`src/rtl/alu_arbiter.sv`:
```
// alu_arbiter
//   Shares one combinational add/subtract ALU between two requesters.
//   A round-robin arbiter accepts one request at a time over a valid/ready
//   handshake. It registers the operands and opcode toward the ALU and
//   captures the result and flags one cycle later. The captured values are
//   returned on a registered response channel that supports back-pressure.
//
// Ports
//   clk, reset                  clock, asynchronous active-high reset
//   reqN_valid / reqN_ready     request handshake for requester N (N = 0, 1)
//   reqN_a, reqN_b, reqN_op     operands and opcode (0 = add, 1 = subtract)
//   alu_in_A, alu_in_B, alu_op  registered operands and opcode to the ALU
//   alu_out, alu_flag_n/z       result and negative/zero flags from the ALU
//   rsp_valid / rsp_ready       response handshake
//   rsp_id, rsp_data, rsp_n/z   captured requester index, result and flags
module alu_arbiter #(
    parameter int unsigned DATA_W = 16
) (
    input  logic              clk,
    input  logic              reset,
    input  logic              req0_valid,
    output logic              req0_ready,
    input  logic [DATA_W-1:0] req0_a,
    input  logic [DATA_W-1:0] req0_b,
    input  logic              req0_op,
    input  logic              req1_valid,
    output logic              req1_ready,
    input  logic [DATA_W-1:0] req1_a,
    input  logic [DATA_W-1:0] req1_b,
    input  logic              req1_op,
    output logic [DATA_W-1:0] alu_in_A,
    output logic [DATA_W-1:0] alu_in_B,
    output logic              alu_op,
    input  logic [DATA_W-1:0] alu_out,
    input  logic              alu_flag_n,
    input  logic              alu_flag_z,
    output logic              rsp_valid,
    input  logic              rsp_ready,
    output logic              rsp_id,
    output logic [DATA_W-1:0] rsp_data,
    output logic              rsp_n,
    output logic              rsp_z
);

    typedef enum logic [1:0] {
        IDLE = 2'd0,
        EXEC = 2'd1,
        RESP = 2'd2
    } state_t;

    state_t state;
    state_t state_next;

    logic last_grant;
    logic id_q;
    logic win_valid;
    logic win_id;
    logic accept;

    // Winner selection: a lone requester wins outright; under contention the
    // requester that was not granted last time wins.
    always_comb begin
        win_valid = req0_valid | req1_valid;
        win_id    = 1'b0;
        if (req0_valid && req1_valid) begin
            win_id = ~last_grant;
        end else if (req1_valid) begin
            win_id = 1'b1;
        end
    end

    // State register
    always_ff @(posedge clk or posedge reset) begin
        if (reset) begin
            state <= IDLE;
        end else begin
            state <= state_next;
        end
    end

    // Next-state logic
    always_comb begin
        state_next = state;
        case (state)
            IDLE:    if (accept)    state_next = EXEC;
            EXEC:                   state_next = RESP;
            RESP:    if (rsp_ready) state_next = IDLE;
            default:                state_next = IDLE;
        endcase
    end

    // Output logic. The ready outputs are gated with reset so that they stay
    // low while reset is held, even though the state already reads IDLE.
    always_comb begin
        req0_ready = 1'b0;
        req1_ready = 1'b0;
        if (state == IDLE && !reset && win_valid) begin
            req0_ready = ~win_id;
            req1_ready = win_id;
        end
        accept = (req0_valid && req0_ready) || (req1_valid && req1_ready);
    end

    // Operand, grant and response registers
    always_ff @(posedge clk or posedge reset) begin
        if (reset) begin
            alu_in_A   <= '0;
            alu_in_B   <= '0;
            alu_op     <= 1'b0;
            id_q       <= 1'b0;
            last_grant <= 1'b1;
            rsp_valid  <= 1'b0;
            rsp_id     <= 1'b0;
            rsp_data   <= '0;
            rsp_n      <= 1'b0;
            rsp_z      <= 1'b0;
        end else begin
            if (accept) begin
                alu_in_A   <= win_id ? req1_a  : req0_a;
                alu_in_B   <= win_id ? req1_b  : req0_b;
                alu_op     <= win_id ? req1_op : req0_op;
                id_q       <= win_id;
                last_grant <= win_id;
            end
            if (state == EXEC) begin
                rsp_data  <= alu_out;
                rsp_n     <= alu_flag_n;
                rsp_z     <= alu_flag_z;
                rsp_id    <= id_q;
                rsp_valid <= 1'b1;
            end else if (state == RESP && rsp_ready) begin
                rsp_valid <= 1'b0;
            end
        end
    end

endmodule

```
`config.mk`:
```
export PLATFORM = sky130hd
export DESIGN_NAME = alu_arbiter
export DESIGN_NICKNAME = d
export VERILOG_FILES = /design/src/rtl/alu_arbiter.sv
export SDC_FILE = /design/constraint.sdc
export NUM_CORES = 1
export LEC_CHECK = 0
export ABC_AREA = 1
export BUFFER_PORTS_ARGS = -buffer_cell sky130_fd_sc_hd__buf_4
export CORE_MARGIN = 10
export CORE_UTILIZATION = 40
export DETAILED_ROUTE_END_ITERATION = 8
export PLACE_DENSITY = 0.83
export SYNTH_ARGS = -nofsm -noshare
export SYNTH_HDL_FRONTEND = slang
export SYNTH_SLANG_ARGS = --single-unit
```
`constraint.sdc`:
```
create_clock -name clk -period 1.93 [get_ports clk]
set_clock_uncertainty 0.05 [all_clocks]
set_input_delay 0.0965 -clock clk [delete_from_list [all_inputs] [get_ports clk]]
set_output_delay 0.0965 -clock clk [all_outputs]
set_load 0.03 [all_outputs]
```
==> results.sh <==
export IMPL_final_min_clock_period_ns=1.844
export IMPL_end_kind="output pin"
export IMPL_syn_avg_cell_area_um2=7.549
export IMPL_synth_cell_types=16
export IMPL_worstPathArrival_ns=1.70
export IMPL_wl_um=8931
export IMPL_yosysWarnings=0
export IMPL_cp_max_fo=36
export IMPL_cts_htree_levels=3
export IMPL_p_seq_share_pct=33.5
export IMPL_status="finished, final reports clean"
export IMPL_initial_core_util_pct=41.73
export IMPL_crit_family="buffers and inverters"
export IMPL_p_clk_share_pct=16.5
export IMPL_nNetsFinal=610
export IMPL_clock_path_buffers=2
export IMPL_start_kind="input pin"
export IMPL_die_h_um=102.1
export IMPL_dieWidth_um=102.1
export IMPL_cpMostUsedCell="buf_4"
export IMPL_drt_iter0_markers=106
export IMPL_crit_slowest_cell="dlygate4sd3_1"
export IMPL_drc=0
export IMPL_grt_pass1_wl_um=14210
export IMPL_wl_met2_um=4473
export IMPL_place_congestion=0.7952
export IMPL_antenna_cells=0
export IMPL_min_period_over_period_pct=95.55
export IMPL_synth_area_leader_cell="dfrtp_1"
export IMPL_netlist_instances=357
export IMPL_cp_slowest_stage_delay_ns=0.54
export IMPL_tightest_slew_ns=0.6519
export IMPL_insertion_delay_ns=0.32
export IMPL_synth_ff_type="dfrtp_1"
export IMPL_postLayoutCellArea_um2=4212
export IMPL_io_buffers=143
export IMPL_irDropWorstVdd_v=0.0007886
export IMPL_powerDensity_nw_per_um2=1451
export IMPL_hold_viol=0
export IMPL_dpl_cell_area_um2=3789
export IMPL_wl_per_cell_um=14.81
export IMPL_p_switching_mw=2.711
export IMPL_maxSlewViolCount=0
export IMPL_wl_met1_um=3531
export IMPL_grt_pass1_vias=2989
export IMPL_synth_seq_cells=57
export IMPL_synth_edf_count=0
export IMPL_netlist_top_cells_area="dfrtp_1 52%, nand2_1 32%, nand3_1 6.3%"
export IMPL_clock_fmax_ghz=0.5423
export IMPL_via_per_inst=4.713
export IMPL_intPower_mw=3.400
export IMPL_drive_gt1_share_pct=33.27
export IMPL_required_ns=1.78
export IMPL_cts_sinks=57
export IMPL_finalSetupTns_ns=0
export IMPL_root_buffer="clkbuf_8"
export IMPL_synth_seq_area_share_pct=52.97
export IMPL_dp_hpwl_um=6661
export IMPL_relSlewSlack_pct=56.54
export IMPL_synth_area_um2=2695
export IMPL_crit_type="input pin to output pin"
export IMPL_p_leak_nw=2.432
export IMPL_drt_pass1_iterations=4
export IMPL_maxCapViolations=0
export IMPL_ioPinCount=144
export IMPL_grt_max_degree=55
export IMPL_antenna_found_initial=0
export IMPL_highest_layer="met4"
export IMPL_yosys_area_top_type_share_pct=52.00
export IMPL_total_power_mw=6.110
export IMPL_p_comb_share_pct=50.0
export IMPL_grtUsageTotal_pct=17.15
export IMPL_path_clk_slew_ns=0.06
export IMPL_fp_coreArea_um2=6459
export IMPL_cts_inserted_buffers=9
export IMPL_setup_viol=0
export IMPL_die_area_um2=10420
export IMPL_areaGrowthSynthToFinish_pct=56.27
export IMPL_syn_nets=446
export IMPL_postRouteAntennaNets=0
export IMPL_num_vias=2842
export IMPL_cts_tree="built"
export IMPL_synth_most_common_cell="nand2_1"
export IMPL_grt_overflow_total=0
export IMPL_hp_class="input pin to flop"
export IMPL_path_cells="dlygate4sd3_1 > buf_4 > clkinvlp_4 > nand3_4 > nor2_4 > buf_4"
export IMPL_cts_setup_buffers=0
export IMPL_cp_num_buf_inv=4
export IMPL_dr_wl_met3_um=813
export IMPL_num_rows=29
export IMPL_synthTopCellsByCount="228 x nand2_1, 56 x dfrtp_1, 34 x nand3_1"
export IMPL_synthArstFlopShare_pct=100.0
export IMPL_sw_frac_of_total_pct=44.36
flip-flops by register name (all words and copies together) (netlist names), 2 cells and up:
signal    count
rsp_data     16
alu_in_A     16
alu_in_B     16
state         2
per-layer routing:
metal | global-route usage [%] | up-vias
li1 | - | 1418
met1 | 18.96 | 1298
met2 | 29.83 | 114
met3 | 6.275 | 12
met4 | 5.857 | 0
met5 | 0 | -
stage by stage:
step	hold WS [ns]	setup slack [ns]	util (%)	std cells
after floorplan	0.1537	0.1623	-	357
after global placement	-0.03561	0.4576	58.66	564
after detailed placement	-0.03475	0.4286	58.66	564
after CTS	0.0006193	0.05405	65.09	603
after global routing	0.01041	-0.01661	65.21	603
final	0.01132	0.08591	65.21	603
cell families after synthesis:
kind of cell,after synthesis,synth area share [%]
buf+inv,27,5.896
flops,57,52.97
compound gates,2,0.3714
simple gates,271,40.76
what timing repair did:
action,4_1_cts,5_1_grt
resized for setup,0,2
hold buffers,23,0
endpoints found under the setup margin,0,1
hold endpoints to repair,25,0
cell usage in the layout, fill, tap and decap left out:
cell,n
dfrtp_1,56
nand2_2,3
dlygate4sd3_1,23
nor2_2,1
inv_2,1
clkinvlp_4,2
buf_4,150
nand3_4,1
clkbuf_1,2
nor2_4,3
nand2_1,228
clkbuf_8,12
nor2_1,1
clkinv_2,1
o21ai_0,2
nand3_1,34
dfstp_2,1
inv_1,5
power groups by stage:
stage | clock network (mW) | registers [mW] | logic [mW]
floorplan | 0 | 3.04 | 0.801
global placement | 0 | 2.03 | 2.98
detailed placement | 0 | 2.05 | 3.04
CTS | 1.04 | 2.05 | 3.08
global route | 1.11 | 2.11 | 3.29
finish | 1.01 | 2.05 | 3.05
tightest hold or removal path: cells and delay by family:
family	cells	cell delay [ns]
buffers and inverters	1	0.08
AND/OR/NAND/NOR	4	0.18
final cells by class:
| class | count | area, um2 |
|---|---|---|
| inverters | 7 | 30.03 |
| repair buffers | 173 | 1356 |
| fillers | 544 | 2247 |
| flip-flops and latches | 57 | 1428 |
| multi-input cells | 273 | 1116 |
| clock buffers | 14 | 172.7 |
| well taps | 77 | 96.34 |
| clock inverters | 2 | 12.51 |
final timing paths:
check | from | to | slack (ns) | depth (start not counted)
max in group asynchronous | reset | alu_in_B[12] | 0.78 | 4
max reg2reg | last_grant | alu_in_B[9] | 0.44 | 7
min reg2reg | rsp_data[12] | rsp_data[12] | 0.42 | 2
min in group asynchronous | reset | alu_in_B[8] | 0.20 | 3
max | reset | req0_ready | 0.09 | 6
min | req0_b[7] | alu_in_B[7] | 0.01 | 5
Power figures use the tool's default switching activity.
